==> src/rtl/target_sequencer.sv <==
// target_sequencer: owns game flow for switch_handler. It picks a pseudo-random
// one-hot target, holds it until a hit or until the target window expires, and
// runs the game countdown that raises game_over.
// Optional build macro TARGET_SPEEDUP_EN: each accepted hit shrinks the target
// window by STEP_MS, down to a floor of MIN_MS.
module target_sequencer #(
  parameter int unsigned N_SW      = 18,
  parameter int unsigned CLK_HZ    = 50000000,
  parameter int unsigned TARGET_MS = 1500,
  parameter int unsigned GAME_S    = 30,
  parameter logic [15:0] LFSR_SEED = 16'hACE1,
  parameter int unsigned STEP_MS   = 100,
  parameter int unsigned MIN_MS    = 300
) (
  input  logic                     clk,
  input  logic                     rst_n,
  input  logic                     start,
  input  logic                     target_hit,
  output logic [N_SW-1:0]          curr_target,
  output logic [$clog2(N_SW)-1:0]  target_idx,
  output logic                     game_over,
  output logic [5:0]               time_left,
  output logic                     timeout
);

  localparam int unsigned IDX_W     = $clog2(N_SW);
  localparam int unsigned TICK_DIV  = (CLK_HZ / 1000 >= 1) ? CLK_HZ / 1000 : 1;
  localparam int unsigned PRE_W     = (TICK_DIV > 1) ? $clog2(TICK_DIV) : 1;
  localparam logic [15:0] SEED      = (LFSR_SEED == 16'h0000) ? 16'h0001 : LFSR_SEED;
  // Galois mask for x^16 + x^14 + x^13 + x^11 + 1 (right-shifting form)
  localparam logic [15:0] LFSR_TAPS = 16'hB400;
`ifdef TARGET_SPEEDUP_EN
  localparam int unsigned WIN_MAX   = (MIN_MS > TARGET_MS) ? MIN_MS : TARGET_MS;
`else
  localparam int unsigned WIN_MAX   = TARGET_MS;
`endif
  localparam int unsigned WIN_W     = $clog2(WIN_MAX + 1);

  typedef enum logic [1:0] {
    S_IDLE,
    S_PLAY,
    S_OVER
  } state_e;

  state_e            state_q;
  logic [15:0]       lfsr_q, lfsr_d;
  logic [PRE_W-1:0]  presc_q;
  logic [9:0]        ms_q;
  logic [WIN_W-1:0]  win_q;
  logic [WIN_W-1:0]  win_lim;
  logic [N_SW-1:0]   tgt_q;
  logic [IDX_W-1:0]  idx_q;
  logic              over_q;
  logic [5:0]        tl_q;
  logic              to_q;

  logic              play;
  logic              ms_tick;
  logic              sec_tick;
  logic              game_end;
  logic              hit_acc;
  logic              expire;
  logic              enter;
  logic [IDX_W-1:0]  pick_d;
  logic [N_SW-1:0]   pick_oh_d;

  assign play     = (state_q == S_PLAY);
  assign ms_tick  = play && (presc_q == PRE_W'(TICK_DIV - 1));
  assign sec_tick = ms_tick && (ms_q == 10'd999);
  // Final second: game end takes priority over any hit or expiry in the same cycle
  assign game_end = sec_tick && (tl_q <= 6'd1);
  assign hit_acc  = play && target_hit && !game_end;
  assign expire   = play && ms_tick && (win_q >= win_lim - WIN_W'(1)) && !target_hit && !game_end;
  assign enter    = !play && start;

  // LFSR next value: one Galois step
  always_comb begin
    lfsr_d = lfsr_q >> 1;
    if (lfsr_q[0]) lfsr_d = lfsr_d ^ LFSR_TAPS;
  end

  // LFSR free-runs in every state so player timing feeds the sequence
  always_ff @(posedge clk or negedge rst_n) begin
    if (!rst_n) lfsr_q <= SEED;
    else        lfsr_q <= lfsr_d;
  end

  // Next target: fold 5 LFSR bits into range, then bump off the current index
  always_comb begin
    int unsigned cand;
    cand = 32'(lfsr_q[4:0]) % N_SW;
    if (cand == 32'(idx_q)) cand = (cand == N_SW - 1) ? 32'd0 : cand + 32'd1;
    pick_d    = IDX_W'(cand);
    pick_oh_d = N_SW'(1) << pick_d;
  end

  // Millisecond prescaler and ms-of-second counter, running in PLAY only
  always_ff @(posedge clk or negedge rst_n) begin
    if (!rst_n) begin
      presc_q <= '0;
      ms_q    <= '0;
    end else if (!play) begin
      presc_q <= '0;
      ms_q    <= '0;
    end else begin
      presc_q <= ms_tick ? '0 : presc_q + 1'b1;
      if (ms_tick) ms_q <= sec_tick ? '0 : ms_q + 1'b1;
    end
  end

`ifdef TARGET_SPEEDUP_EN
  logic [WIN_W-1:0] lim_q;
  assign win_lim = lim_q;

  // Window limit: restarts at TARGET_MS each game, shrinks on accepted hits
  always_ff @(posedge clk or negedge rst_n) begin
    if (!rst_n) begin
      lim_q <= WIN_W'(TARGET_MS);
    end else if (enter) begin
      lim_q <= WIN_W'(TARGET_MS);
    end else if (hit_acc) begin
      if (32'(lim_q) >= MIN_MS + STEP_MS) lim_q <= lim_q - WIN_W'(STEP_MS);
      else                                lim_q <= WIN_W'(MIN_MS);
    end
  end
`else
  assign win_lim = WIN_W'(TARGET_MS);
  logic unused_cfg;
  assign unused_cfg = ^{STEP_MS, MIN_MS};
`endif

  // Game FSM with registered outputs and target window counter
  always_ff @(posedge clk or negedge rst_n) begin
    if (!rst_n) begin
      state_q <= S_IDLE;
      tgt_q   <= '0;
      idx_q   <= '0;
      over_q  <= 1'b0;
      tl_q    <= '0;
      to_q    <= 1'b0;
      win_q   <= '0;
    end else begin
      to_q <= 1'b0;
      unique case (state_q)
        S_IDLE, S_OVER: begin
          if (start) begin
            state_q <= S_PLAY;
            over_q  <= 1'b0;
            tl_q    <= 6'(GAME_S);
            idx_q   <= pick_d;
            tgt_q   <= pick_oh_d;
            win_q   <= '0;
          end
        end
        S_PLAY: begin
          if (game_end) begin
            state_q <= S_OVER;
            over_q  <= 1'b1;
            tgt_q   <= '0;
            tl_q    <= '0;
            win_q   <= '0;
          end else begin
            if (sec_tick) tl_q <= tl_q - 6'd1;
            if (hit_acc || expire) begin
              idx_q <= pick_d;
              tgt_q <= pick_oh_d;
              win_q <= '0;
            end else if (ms_tick && (win_q < win_lim)) begin
              win_q <= win_q + 1'b1;
            end
            if (expire) to_q <= 1'b1;
          end
        end
        default: state_q <= S_IDLE;
      endcase
    end
  end

  assign curr_target = tgt_q;
  assign target_idx  = idx_q;
  assign game_over   = over_q;
  assign time_left   = tl_q;
  assign timeout     = to_q;

endmodule

==> config.mk <==
export PLATFORM = sky130hd
export DESIGN_NAME = target_sequencer
export DESIGN_NICKNAME = d
export VERILOG_FILES = /design/src/rtl/target_sequencer.sv
export SDC_FILE = /design/constraint.sdc
export NUM_CORES = 1
export LEC_CHECK = 0
export BUFFER_PORTS_ARGS = -buffer_cell sky130_fd_sc_hd__buf_4
export CAP_MARGIN = 30
export CELL_PAD_IN_SITES_DETAIL_PLACEMENT = 0
export CELL_PAD_IN_SITES_GLOBAL_PLACEMENT = 2
export CORE_ASPECT_RATIO = 0.9
export CORE_MARGIN = 10
export CORE_UTILIZATION = 41
export CTS_BUF_LIST = sky130_fd_sc_hd__clkbuf_2
export CTS_CLUSTER_DIAMETER = 120
export DETAILED_ROUTE_END_ITERATION = 7
export HOLD_SLACK_MARGIN = 0.15
export PLACE_DENSITY_LB_ADDON = 0.3
export SYNTH_ARGS = -nofsm -noshare
export SYNTH_HDL_FRONTEND = slang
export SYNTH_SLANG_ARGS = --single-unit
==> constraint.sdc <==
create_clock -name clk -period 3.7 [get_ports clk]
set_clock_uncertainty 0.15 [all_clocks]
set_input_delay 0.74 -clock clk [delete_from_list [all_inputs] [get_ports clk]]
set_output_delay 0.74 -clock clk [all_outputs]
set_load 0.02 [all_outputs]
==> summary.md <==
| Metric | Value |
|---|---|
| Via count | 3,478 |
| DRT iter0 DRCs | 202 |
| Slew HR | 44.3% |
| RSZ-0062 raised after global routing | no |
| Total Die Area | 15,400 um^2 |
| CTS tree | yes |
| Syn Inst Count | 435 |
| DRC Markers | 0 |
| Synth area leaders | dfrtp_1, dfstp_2, nor2_1 |
| Fillers | 1,046 |
| Synthesized cell area | 4450 um^2 |
| H-tree depth | 3 |
| Clock network power share | 24.7% |
| Area leader, netlist | dfrtp_1 |
| Final period util | 93.6% |
| Most common cell after layout, fill and taps aside | dfrtp_1 |
| Vias in the first global route | 3,399 |
| Area Growth Syn to Fin | 13.3% |
| Post-CTS Setup Bufs | 0 |
| N_diodes | 0 |
| GPL Wtd Cong | 0.923 |
| Peak Freq | 289 MHz |
| Lkg Pwr | 0.00233 uW |
| Average size of a mapped cell | 10.2 um^2 |
| R2R cell count | 11 |
| Largest net degree at the start of global routing | 67 |
| Capturing element type of the critical path | register |
| Min-Delay Path Class | reg -> reg |
| Critical path's top delay family | compound AO/OA/AOI/OAI gates |
| Buf+Inv Stages, Crit Path | 1 |
| HPWL after DPL | 7.34 mm |
| Pre-CTS WS | 0.144 ns |
| Slew at the pin with the worst max-slew slack | 0.832 ns |
| First-pass GRT wire length | 17.6 mm |
| Crit Path Class | reg -> reg |
| Area of all sequential standard cells | 2160 um^2 |
| Sw Share | 33.9% |
| # rows | 36 |
| Final Total Pwr | 1900 uW |
| Hold Slack | 0.226 ns |
| Placement Cell Area | 4910 um^2 |
| Post-synthesis sequential area ratio | 48.6% |
| Crit Path Max Fanout | 14 |
| Finished layout cell area | 5040 um^2 |
| Flop2flop setup slack | 0.24 ns |
| Max incr delay on CP | 0.48 ns |
| P_int | 1260 uW |
| Worst VDD drop | 0.261 mV |
| Core Box Area | 10,700 um^2 |
| WHS Path Cells | 0 |
| Most frequent cells in the layout | dfrtp_1, nor2_1, buf_4 |
| P_sw | 645 uW |
| Final Hold Viols | 0 |
| Fraction of layout cells with a size suffix above 1 | 19.1% |
| Data required, critical path | 4.04 ns |
| Clk buf depth | 2 |
| Arr. time, crit path | 3.80 ns |
| Setup Viol. Count Final | 0 |
| Clk pin slew, worst setup/hold paths | 0.27 ns |
| Setup TNS | 0 ns |
| Via-per-instance ratio | 5.60 |
| PortBufs | 34 |
| Width of the die | 130 um |
| PwrDens | 377 nW/um^2 |
| Outcome | finished, final reports clean |
| Reg power frac | 54.9% |
| Clock latency on the worst-skew pair | 0.54 ns |
| Reg2Reg Capture Point | curr_target[15] |
| Footprint of the multi-input gates | 2190 um^2 |
| Initial antenna violation count | 0 |
| Detail Route Antenna Nets | 0 |
| Post-synth EDFFs | 0 |
| Gr ovfl total | 0 |
| # nets final | 497 |
| Slowest-stage cell, CP | or3_2 |
| Main synth FF type | dfrtp_1 |
| Clk root buf | clkbuf_2 |
| Slew Limit Fails | 0 |
| Startpoint Class | register |
| Yosys cell types | 71 |
| Minimum clock period | 3.46 ns |
| Final setup margin | 0.237 ns |
| Worst hold start | lfsr_q[7] |
| Final Routed Wirelength | 10.1 mm |
| Routed wire length per instance | 16.3 um |
| Clock sinks | 86 |
| Reg-to-Reg Start | lfsr_q[2] |
| Combinational power share | 20.4% |
| Initial Util | 41.5% |
| Worst hold endpoint | lfsr_q[6] |
| DIE HEIGHT | 119 um |
| Synth warnings | 0 |
| Post-synthesis async set-or-reset flop share | 100% |
| Synth top area share | 43.9% |
| Max-cap violations | 0 |
| Ports | 35 |
| Net Count, Synth | 449 |
| Critical Path, Cell by Cell | or3_2 > ha_2 > nand2b_1 > o21a_1 > inv_1 > ha_1 > nand3_1 > o31a_1 > o211a_1 > and2_1 > a22o_1 |
| Num CTS Buffers | 9 |
| Seq cells post-synth | 86 |
| Drt pass-1 iters | 4 |
| All-layer global routing usage | 13.9% |
## stage by stage
step	util, %	cells
floorplan	-	435
global placement	45.8	604
detailed placement	45.8	604
CTS	46.9	621
global route	47.0	621
finish	47.0	621
## cells by family (layout without fill, tap and decap cells)
group / count (synthesis) / in the layout / synth area share, %
and+or+nand+nor: 183 / 183 / 21.8
AOI/OAI and AO/OA: 92 / 92 / 16.2
DFF: 86 / 86 / 48.6
xor gates and xnor gates: 32 / 32 / 6.30
buffers and inverters: 24 / 77 / 2.33
adders and majority gates: 10 / 10 / 2.81
muxes: 8 / 8 / 1.91
## power by group through the flow
| stage | Combinational, uW | Sequential (uW) | Clock [uW] |
|---|---|---|---|
| 2_1_floorplan | 235 | 1070 | 0 |
| 3_3_place_gp | 387 | 1060 | 0 |
| 3_5_place_dp | 388 | 1060 | 0 |
| 4_1_cts | 390 | 1040 | 500 |
| 5_1_grt | 433 | 1050 | 538 |
| 6_report | 388 | 1040 | 470 |
## worst max-delay path by stage
stage / startpoint / end / slack [ns] / depth (start not counted)
5_1_grt: lfsr_q[2] / curr_target[14] / 0.07 / 11
4_1_cts: lfsr_q[2] / curr_target[17] / 0.11 / 11
2_1_floorplan: lfsr_q[3] / curr_target[6] / 0.31 / 13
3_5_place_dp: lfsr_q[2] / curr_target[14] / 0.14 / 11
3_3_place_gp: lfsr_q[2] / curr_target[17] / 0.22 / 11
6_report: lfsr_q[2] / curr_target[15] / 0.24 / 11
## cells in the mapped netlist (all sizes together), types with 4 or more instances
| cell type | n |
|---|---|
| and3 | 16 |
| inv | 13 |
| nor4 | 5 |
| a32o | 6 |
| and2 | 4 |
| nor2 | 53 |
| nor2b | 7 |
| clkbuf | 5 |
| a21o | 6 |
| nand2 | 33 |
| nand4 | 11 |
| mux2 | 4 |
| o31ai | 4 |
| o21ai | 18 |
| dfrtp | 78 |
| buf | 6 |
| nand2b | 7 |
| a22o | 14 |
| nor3 | 15 |
| xnor2 | 16 |
| ha | 10 |
| dfstp | 8 |
| a21oi | 11 |
| or3 | 9 |
| xor2 | 16 |
| nand3 | 9 |
| mux2i | 4 |
## flip-flops by register name, indices dropped and copies added, names as in the netlist, 2 cells and up
register and count:
state_q 2, presc_q 16, win_q 11, curr_target 18, lfsr_q 16, time_left 6
ms_q 10, target_idx 5
## routing by layer
layer	track usage [%]	vias up	part of all wire [%]
met1	20.5	1740	52
met5	0	-	0
met2	19.6	50	44
met4	3.44	0	1.1
met3	3.64	9	3.1
li1	-	1679	-
## area by class of cell
cell class | instances | share of cell area, %
Inverter | 13 | 0.968
Clock buffer | 9 | 0.893
Clock inverter | 7 | 1.24
Sequential cell | 86 | 42.9
Tap cell | 133 | 3.30
Timing Repair Buffer | 48 | 7.20
Multi-Input combinational cell | 325 | 43.5
## timing repair
action	in CTS	in global routing
setup endpoints to repair	0	18
hold endpoints to repair	56	0
hold buffers	1	0
resized for setup	0	3
Power figures use the tool's default switching activity.
